## src/rtl/snake_pkg.sv

```systemverilog
// Shared types and constants for the snake game: movement direction,
// PS/2 set-2 scan codes and the frame receiver state encoding.
package snake_pkg;

  typedef enum logic [1:0] {
    UP    = 2'b00,
    DOWN  = 2'b01,
    LEFT  = 2'b10,
    RIGHT = 2'b11
  } dir_t;

  // Prefix bytes
  localparam logic [7:0] SC_E0 = 8'hE0;
  localparam logic [7:0] SC_F0 = 8'hF0;

  // Extended (E0-prefixed) arrow keys
  localparam logic [7:0] SC_UP    = 8'h75;
  localparam logic [7:0] SC_DOWN  = 8'h72;
  localparam logic [7:0] SC_LEFT  = 8'h6B;
  localparam logic [7:0] SC_RIGHT = 8'h74;

  // Plain letter keys W/S/A/D and Esc
  localparam logic [7:0] SC_W   = 8'h1D;
  localparam logic [7:0] SC_S   = 8'h1B;
  localparam logic [7:0] SC_A   = 8'h1C;
  localparam logic [7:0] SC_D   = 8'h23;
  localparam logic [7:0] SC_ESC = 8'h76;

  typedef enum logic [1:0] {
    StIdle,
    StShift,
    StCheck
  } rx_state_e;

  // Direction that would make the snake reverse onto itself.
  function automatic dir_t opposite(dir_t d);
    dir_t r;
    unique case (d)
      UP:      r = DOWN;
      DOWN:    r = UP;
      LEFT:    r = RIGHT;
      default: r = LEFT;
    endcase
    return r;
  endfunction

endpackage

```

## src/rtl/ps2_frame_rx.sv

```systemverilog
// PS/2 frame receiver: synchronises the raw keyboard lines, debounces the
// keyboard clock, shifts in 11-bit frames on its falling edges and reports
// either a validated byte or a framing error.
module ps2_frame_rx
  import snake_pkg::*;
#(
  parameter int unsigned FILTER_LEN  = 8,
  parameter int unsigned TIMEOUT_CYC = 200_000
) (
  input  logic       clk,
  input  logic       rst_n,
  input  logic       ps2_clk_i,
  input  logic       ps2_data_i,
  output logic [7:0] rx_byte_o,
  output logic       byte_valid_o,
  output logic       frame_err_o
);

  localparam int unsigned FiltW = (FILTER_LEN > 1) ? $clog2(FILTER_LEN) : 1;
  localparam int unsigned ToW   = $clog2(TIMEOUT_CYC + 1);

  logic             clk_meta_q, clk_sync_q;
  logic             data_meta_q, data_sync_q;
  logic             filt_q, filt_d;
  logic [FiltW-1:0] filt_cnt_q, filt_cnt_d;
  logic             fall_q, fall_d;

  rx_state_e        state_q, state_d;
  logic [3:0]       bit_cnt_q, bit_cnt_d;
  logic [9:0]       shreg_q, shreg_d;
  logic [ToW-1:0]   to_cnt_q, to_cnt_d;
  logic [7:0]       rx_byte_q, rx_byte_d;
  logic             byte_valid_q, byte_valid_d;
  logic             frame_err_q, frame_err_d;

  // Two-flop synchronisers; idle PS/2 lines are high.
  always_ff @(posedge clk) begin
    if (!rst_n) begin
      clk_meta_q  <= 1'b1;
      clk_sync_q  <= 1'b1;
      data_meta_q <= 1'b1;
      data_sync_q <= 1'b1;
    end else begin
      clk_meta_q  <= ps2_clk_i;
      clk_sync_q  <= clk_meta_q;
      data_meta_q <= ps2_data_i;
      data_sync_q <= data_meta_q;
    end
  end

  // Level flips only after FILTER_LEN consecutive samples disagree with it.
  always_comb begin
    filt_d     = filt_q;
    filt_cnt_d = '0;
    fall_d     = 1'b0;
    if (clk_sync_q != filt_q) begin
      if (filt_cnt_q == FiltW'(FILTER_LEN - 1)) begin
        filt_d = clk_sync_q;
        fall_d = filt_q;
      end else begin
        filt_cnt_d = filt_cnt_q + 1'b1;
      end
    end
  end

  // Filter state and the registered falling-edge pulse.
  always_ff @(posedge clk) begin
    if (!rst_n) begin
      filt_q     <= 1'b1;
      filt_cnt_q <= '0;
      fall_q     <= 1'b0;
    end else begin
      filt_q     <= filt_d;
      filt_cnt_q <= filt_cnt_d;
      fall_q     <= fall_d;
    end
  end

  // Frame FSM: start bit, 8 data bits, parity, stop, then a one-cycle check.
  always_comb begin
    state_d      = state_q;
    bit_cnt_d    = bit_cnt_q;
    shreg_d      = shreg_q;
    to_cnt_d     = to_cnt_q;
    rx_byte_d    = rx_byte_q;
    byte_valid_d = 1'b0;
    frame_err_d  = 1'b0;
    unique case (state_q)
      StIdle: begin
        bit_cnt_d = '0;
        to_cnt_d  = '0;
        if (fall_q) begin
          if (!data_sync_q) begin
            state_d = StShift;
          end else begin
            frame_err_d = 1'b1;
          end
        end
      end
      StShift: begin
        // Terminal count takes priority over a coincident edge.
        if (to_cnt_q == ToW'(TIMEOUT_CYC - 1)) begin
          state_d     = StIdle;
          bit_cnt_d   = '0;
          to_cnt_d    = '0;
          frame_err_d = 1'b1;
        end else if (fall_q) begin
          to_cnt_d = '0;
          // LSB-first: after 10 shifts [7:0]=data, [8]=parity, [9]=stop.
          shreg_d  = {data_sync_q, shreg_q[9:1]};
          if (bit_cnt_q == 4'd9) begin
            bit_cnt_d = '0;
            state_d   = StCheck;
          end else begin
            bit_cnt_d = bit_cnt_q + 1'b1;
          end
        end else begin
          to_cnt_d = to_cnt_q + 1'b1;
        end
      end
      StCheck: begin
        state_d = StIdle;
        if ((^shreg_q[8:0]) && shreg_q[9]) begin
          byte_valid_d = 1'b1;
          rx_byte_d    = shreg_q[7:0];
        end else begin
          frame_err_d = 1'b1;
        end
      end
      default: state_d = StIdle;
    endcase
  end

  // FSM, counters and registered outputs.
  always_ff @(posedge clk) begin
    if (!rst_n) begin
      state_q      <= StIdle;
      bit_cnt_q    <= '0;
      shreg_q      <= '0;
      to_cnt_q     <= '0;
      rx_byte_q    <= '0;
      byte_valid_q <= 1'b0;
      frame_err_q  <= 1'b0;
    end else begin
      state_q      <= state_d;
      bit_cnt_q    <= bit_cnt_d;
      shreg_q      <= shreg_d;
      to_cnt_q     <= to_cnt_d;
      rx_byte_q    <= rx_byte_d;
      byte_valid_q <= byte_valid_d;
      frame_err_q  <= frame_err_d;
    end
  end

  assign rx_byte_o    = rx_byte_q;
  assign byte_valid_o = byte_valid_q;
  assign frame_err_o  = frame_err_q;

endmodule

```

## src/rtl/ps2_dir_decoder.sv

```systemverilog
// Keyboard front end for the snake game: turns PS/2 make/break sequences
// into a registered movement direction with change and Esc strobes.
module ps2_dir_decoder
  import snake_pkg::*;
#(
  parameter int unsigned FILTER_LEN  = 8,
  parameter int unsigned TIMEOUT_CYC = 200_000
) (
  input  logic       clk,
  input  logic       rst_n,
  input  logic       PS2CLK,
  input  logic       PS2Data,
  output logic [1:0] dir,
  output logic       dir_valid,
  output logic       esc,
  output logic       frame_err
);

  logic [7:0] rx_byte;
  logic       byte_valid;

  logic       ext_q, ext_d;
  logic       brk_q, brk_d;
  dir_t       dir_q, dir_d;
  logic       dir_valid_q, dir_valid_d;
  logic       esc_q, esc_d;
  logic       req_valid;
  dir_t       req_dir;

  ps2_frame_rx #(
    .FILTER_LEN  (FILTER_LEN),
    .TIMEOUT_CYC (TIMEOUT_CYC)
  ) u_rx (
    .clk          (clk),
    .rst_n        (rst_n),
    .ps2_clk_i    (PS2CLK),
    .ps2_data_i   (PS2Data),
    .rx_byte_o    (rx_byte),
    .byte_valid_o (byte_valid),
    .frame_err_o  (frame_err)
  );

  // Scan-code decode and direction update rules.
  always_comb begin
    ext_d       = ext_q;
    brk_d       = brk_q;
    dir_d       = dir_q;
    dir_valid_d = 1'b0;
    esc_d       = 1'b0;
    req_valid   = 1'b0;
    req_dir     = UP;
    if (byte_valid) begin
      if (rx_byte == SC_E0) begin
        ext_d = 1'b1;
      end else if (rx_byte == SC_F0) begin
        brk_d = 1'b1;
      end else begin
        ext_d = 1'b0;
        brk_d = 1'b0;
        // Break sequences release a key and never produce output.
        if (!brk_q) begin
          if (ext_q) begin
            case (rx_byte)
              SC_UP:    begin req_valid = 1'b1; req_dir = UP;    end
              SC_DOWN:  begin req_valid = 1'b1; req_dir = DOWN;  end
              SC_LEFT:  begin req_valid = 1'b1; req_dir = LEFT;  end
              SC_RIGHT: begin req_valid = 1'b1; req_dir = RIGHT; end
              default:  ;
            endcase
          end else begin
            case (rx_byte)
              SC_W:    begin req_valid = 1'b1; req_dir = UP;    end
              SC_S:    begin req_valid = 1'b1; req_dir = DOWN;  end
              SC_A:    begin req_valid = 1'b1; req_dir = LEFT;  end
              SC_D:    begin req_valid = 1'b1; req_dir = RIGHT; end
              SC_ESC:  esc_d = 1'b1;
              default: ;
            endcase
          end
        end
      end
    end
    // Repeats and reversals are dropped silently.
    if (req_valid && (req_dir != dir_q) && (req_dir != opposite(dir_q))) begin
      dir_d       = req_dir;
      dir_valid_d = 1'b1;
    end
  end

  // Prefix flags, direction register and strobes.
  always_ff @(posedge clk) begin
    if (!rst_n) begin
      ext_q       <= 1'b0;
      brk_q       <= 1'b0;
      dir_q       <= RIGHT;
      dir_valid_q <= 1'b0;
      esc_q       <= 1'b0;
    end else begin
      ext_q       <= ext_d;
      brk_q       <= brk_d;
      dir_q       <= dir_d;
      dir_valid_q <= dir_valid_d;
      esc_q       <= esc_d;
    end
  end

  assign dir       = dir_q;
  assign dir_valid = dir_valid_q;
  assign esc       = esc_q;

endmodule

```

## config.mk

```make
export PLATFORM = sky130hd
export DESIGN_NAME = ps2_dir_decoder
export DESIGN_NICKNAME = d
export VERILOG_FILES = /design/src/rtl/snake_pkg.sv /design/src/rtl/ps2_frame_rx.sv /design/src/rtl/ps2_dir_decoder.sv
export SDC_FILE = /design/constraint.sdc
export NUM_CORES = 1
export LEC_CHECK = 0
export CAP_MARGIN = 5
export CORE_AREA = 5 5 73 75
export DETAILED_ROUTE_END_ITERATION = 10
export DIE_AREA = 0 0 78 80
export PLACE_DENSITY_LB_ADDON = 0.2
export SYNTH_ARGS = -nofsm -noshare
export SYNTH_HDL_FRONTEND = slang
export SYNTH_SLANG_ARGS = --single-unit
```

## constraint.sdc

```tcl
create_clock -name clk -period 2.35 [get_ports clk]
set_clock_uncertainty 0.1 [all_clocks]
set_input_delay 0.235 -clock clk [delete_from_list [all_inputs] [get_ports clk]]
set_output_delay 0.235 -clock clk [all_outputs]
set_load 0.1 [all_outputs]
```

; Word level (Yosys, flattened, before mapping)
; Index checks and enable logic that the tools add are counted.
[totals]
register_bits = 59
in_bits = 4
output_inout_bits = 5
word_cells = 112
[op_classes]
add_sub_neg = 3
n_eq_ne = 26
muxes = 39
bitwise_logic = 5
n_reduce_logical = 20
[ops]
columns = cell, n
row1 = $eq 8x7->1 const B, 5
row2 = $mux 18, 2
row3 = $pmux 18 s2, 1
row4 = $eq 8x5->1 const B, 3
row5 = $mux 2, 10
row6 = $add 18x1->18 const B, 1
row7 = $eq 18x18->1 const B, 1
row8 = $pmux 2 s3, 3
row9 = $mux 1, 17
row10 = $eq 8x8->1 const B, 2
row11 = $mux 4, 3
row12 = $reduce_and 2->1, 6
row13 = $reduce_xor 9->1, 1
row14 = $eq 8x6->1 const B, 1
row15 = $pmux 4 s2, 1
row16 = $reduce_or 4->1, 2
row17 = $ne 3x1->1 const B, 2
row18 = $reduce_and 3->1, 2
row19 = $reduce_or 6->1, 1
row20 = $not 1->1, 5
row21 = $add 4x1->4 const B, 1
row22 = $eq 2x1->1 const B, 2
row23 = $eq 2x2->1 const B, 2
row24 = $eq 4x4->1 const B, 1
row25 = other kinds (13), 18

; Depth between registers and ports, before layout
[logic_depth]
word_depth = 11
ltp_mapped = 8
mapped_depth_nobuf = 7

; Cells and area by module
; Synthesis repeated with hierarchy kept, for this count alone.
[hier_totals]
cells_unflattened = 336
area_unflattened_um2 = 3046.7
[modules_own_cells]
columns = mod, n_inst, cells_each, area_per_inst_um2, seq_area_each_um2
row1 = ps2_frame_rx, 1, 281, 2533.7, 1061.0
row2 = ps2_dir_decoder, 1, 55, 513.0, 120.1

; Worst setup path before layout
; OpenSTA, ideal clock, no wires.
[synth_path]
path_type = flip-flop to flip-flop
from = register u_rx.to_cnt_q[0]
to = register u_rx.shreg_q[2]
setup_time_ns = 0.128
t_arrival_ns = 1.633
required_time_ns = 2.122
slack_ns = 0.490
path_stages_with_launch = 9
path_buffers = 1
synth_period_minus_slack_ns = 1.860
path_cell_list = dfxtp_1 > ha_1 > and3_1 > nand3_1 > o21ai_1 > or2_2 > buf_4 > mux2i_1 > nor2_1
[synth_via]
elab_chain_len = 3
[synth_rtl]
columns = element, line
row1 = from (decl), ps2_frame_rx.sv:31  ; logic [ToW-1:0] to_cnt_q, to_cnt_d;
row2 = from (signal assigned), ps2_frame_rx.sv:148  ; to_cnt_q <= to_cnt_d;
row3 = $eq 18x18->1, ps2_frame_rx.sv:102  ; if (to_cnt_q == ToW'(TIMEOUT_CYC - 1)) begin
row4 = $not 1->1 (no source line), n/a
row5 = $reduce_and 3->1 (no source line), n/a
row6 = to (signal assigned), ps2_frame_rx.sv:147  ; shreg_q <= shreg_d;
row7 = to (decl), ps2_frame_rx.sv:30  ; logic [9:0] shreg_q, shreg_d;
; Every way passes these cells.
; A chain may end at the register's enable or synchronous reset.

; Final worst setup path
[layout_path]
from = register u_rx.shreg_q[3]
to = register u_rx.rx_byte_q[7], in the netlist u_rx.rx_byte_o[7]
[layout_via]
elab_chain_len = 3
[layout_rtl]
columns = element, line
row1 = $reduce_xor 9->1, ps2_frame_rx.sv:123  ; if ((^shreg_q[8:0]) && shreg_q[9]) begin
row2 = $logic_and 1x1->1, ps2_frame_rx.sv:123
row3 = $reduce_and 2->1 (no source line), n/a
row4 = to (signal assigned), ps2_frame_rx.sv:149  ; rx_byte_q <= rx_byte_d;
row5 = to (decl), ps2_frame_rx.sv:32  ; logic [7:0] rx_byte_q, rx_byte_d;
; Every way passes these cells.

==> qor.txt <==
Tcrit/Tclk final -> 90.9%
Vias per Instance -> 5.74
Horiz. Die Dim -> 78 µm
Drt first pass iters -> 4
Synthesized netlist cell count -> 295
H-tree Lvls -> 3
EDFF count, synth -> 0
Least-Margin Pin Slew -> 582 ps
Maximum vdd drop -> 515 µV
Mux cell area share after synthesis -> 7.81%
FILL cells -> 356
Drt total wl -> 5.10 mm
Die Ht -> 80 µm
Hold endpoint -> u_rx.clk_sync_q
DR DRC count -> 0
Reg2Reg Capture Point -> u_rx.rx_byte_o[7]
Post-CTS sizing -> 0
Post-synth top area share -> 43.9%
# port buffers -> 8
WS Path Type -> flip-flop to flip-flop
Die Footprint -> 6240 µm²
Critical Path Max Stage Delay -> 420 ps
Avg WL per Cell -> 13.8 µm
Critical register-to-register path startpoint -> u_rx.shreg_q[3]
Syn Nets -> 304
Post-Synth Simple-Gate Area -> 26.2%
Hold_sp -> u_rx.clk_meta_q
GRT Overall Usage -> 17.8%
Pwr/cell area -> 733 nW/µm²
Synthesized area per cell -> 9.12 µm²
Min cycle time layout -> 2140 ps
Complex-gate fraction of the synthesized area -> 9.90%
Run status -> finished, final reports clean
Worst-path clk slew -> 70 ps
Vias in the first global route -> 1997
Gpl congestion -> 0.835
HP Class -> flip-flop to flip-flop
Number of post-CTS setup repair buffers -> 0
R2R Setup Slk -> 210 ps
Yosys reg bits -> 59
XOR/XNOR Fraction of Synth Area -> 6.93%
Hold_buf cts -> 0
Largest family of logic cells by synthesized area -> simple AND/OR/NAND/NOR gates
Sum of buffers and inverters on the critical path -> 0
# rows -> 25
Setup TNS -> 0 ps
Reg2reg path depth -> 6
Synth top area cells -> dfxtp_1 (44%), mux2i_1 (7.8%), nor2_1 (7.1%)
# setup viols final -> 0
TritonCTS clock tree -> done
DR iter-0 viols -> 136
# diodes -> 0
Post-synthesis adder-cell area fraction -> 2.32%
Cell with the most instances after synthesis -> dfxtp_1
Initial antenna violation count -> 0
Core area -> 4600 µm²
CTS Buf Count -> 9
Post-synthesis cell type count -> 54
Most used cell, CP -> mux2i_1
Total number of vias -> 2122
Clk sinks -> 59
Starting Density -> 58.5%
Arr. time, crit path -> 2250 ps
Post-DP HPWL -> 3.44 mm
Crit-path slowest cell -> xnor3_1
Max Fclk -> 468 MHz
Max Cap Violations -> 0
Leakage -> 1.30 nW
RSZ-0062 raised after global routing -> false
Yosys warns -> 0
Post-route ant nets -> 0
CTS Root Cell -> clkbuf_8
Main flop type after synthesis -> dfxtp_1
WP data required -> 2460 ps
Clk_lat worst skew -> 330 ps
Layout cells sized above 1 -> 11.1%
Post-layout util -> 66.9%
Clock Tree Buf Depth -> 2
Top delay family on crit path -> XOR/XNOR gates
Relative slew slack -> 60.9%
Critical Path Fanout Max -> 9
Area Overhead vs Synth -> 14.3%
Register area share after synthesis -> 43.9%
Cell chain of the critical path -> xor2_1, xnor3_1, mux2i_1, or2_1, mux2i_1, nor2_1
Post-synth ARST share -> 0%
CP startpoint kind -> flip-flop
Final Hold Viols -> 0
Pin count of the biggest net entering global routing -> 33
Total grt overflow -> 0
Cell accounting for the most synthesized area -> dfxtp_1
Synth cell count leaders -> dfxtp_1 (59), nor2_1 (51), mux2i_1 (21)
Max-slew violation count -> 0
First-pass GRT wire length -> 8.89 mm
Nature of the critical path endpoint -> flip-flop
# IOs -> 9
Worst hold path cell count -> 1
NumNets Final -> 320
Mapped cell area -> 2690 µm²
## report_power, final
group | switching (mW) | internal [mW] | leakage [nW]
logic | 0.0155 | 0.00974 | 0.695
clock network | 0.414 | 0.810 | 0.125
registers | 0.00183 | 1.00 | 0.476
## worst max-delay path by stage
| stage | from | endpoint | cells after the start |
|---|---|---|---|
| 2_1_floorplan | u_rx.to_cnt_q[0] | u_rx.shreg_q[2] | 8 |
| 3_3_place_gp | u_rx.shreg_q[4] | u_rx.rx_byte_o[0] | 6 |
| 3_5_place_dp | u_rx.shreg_q[3] | u_rx.rx_byte_o[6] | 6 |
| 4_1_cts | u_rx.shreg_q[3] | u_rx.rx_byte_o[7] | 6 |
| 5_1_grt | u_rx.to_cnt_q[0] | u_rx.shreg_q[6] | 7 |
| 6_report | u_rx.shreg_q[3] | u_rx.rx_byte_o[7] | 6 |
## routing by layer
metal / GRT usage, % / up-vias / share of wire [%]
met5: 0 / - / 0
met4: 7.09 / 0 / 1.7
met3: 5.42 / 8 / 4.7
met2: 27.5 / 52 / 44
met1: 23.1 / 994 / 49
li1: - / 1068 / -
## sequential cells by signal, indices dropped and copies added (netlist names)
register           count
u_rx.bit_cnt_q         4
u_rx.clk_sync_q        1
u_rx.to_cnt_q         18
u_rx.state_q           2
u_rx.byte_valid_o      1
esc                    1
u_rx.rx_byte_o         8
u_rx.filt_q            1
u_rx.frame_err_o       1
u_rx.shreg_q          10
u_rx.fall_q            1
ext_q                  1
dir_valid              1
u_rx.filt_cnt_q        3
u_rx.data_sync_q       1
u_rx.clk_meta_q        1
u_rx.data_meta_q       1
dir                    2
brk_q                  1
## kinds of logic (layout without fill, tap and decap cells)
family | Yosys count | after routing
simple gates | 135 | 135
flops | 59 | 59
buf+inv | 14 | 35
mux | 21 | 21
fa+ha+maj | 5 | 5
xor+xnor | 18 | 18
compound gates | 43 | 43
## cells in the final DEF, fill, tap and decap left out, types with 3 or more instances in the layout
cell and count:
nor2b_1 5, inv_1 4, clkdlybuf4s50_1 3, and2_1 5, a21oi_1 13, xor2_1 9
xnor2_1 7, nor4_1 4, clkbuf_8 9, nand2_1 16, nor3_1 6, bufinv_16 4
dfxtp_1 59, nor2_1 51, ha_1 5, and3_1 7, nand3_1 13, nand4_1 3
nand2b_1 4, and3b_1 4, o21ai_0 11, buf_4 11, mux2i_1 21
## metrics by stage
step	cell area (µm²)	power, mW	hold slack (ps)	cells	setup WS [ps]
floorplan	2690	1.04	208	295	490
global placement	2810	1.05	303	354	239
detailed placement	2810	1.05	307	354	224
CTS	3080	2.28	326	370	193
global route	3080	2.33	344	370	43.4
finish	3080	2.25	320	370	215
## layout make-up
cell class              count  area (µm²)  share of cell area [%]
well taps                  54        67.6                    2.20
clock inverters             7         140                    4.56
multi-input cells         222        1430                    46.5
clock buffers               9         124                    4.03
repair buffers             14         113                    3.66
inverters                   5        18.8                   0.610
flip-flops and latches     59        1180                    38.4
Power figures use the tool's default switching activity.
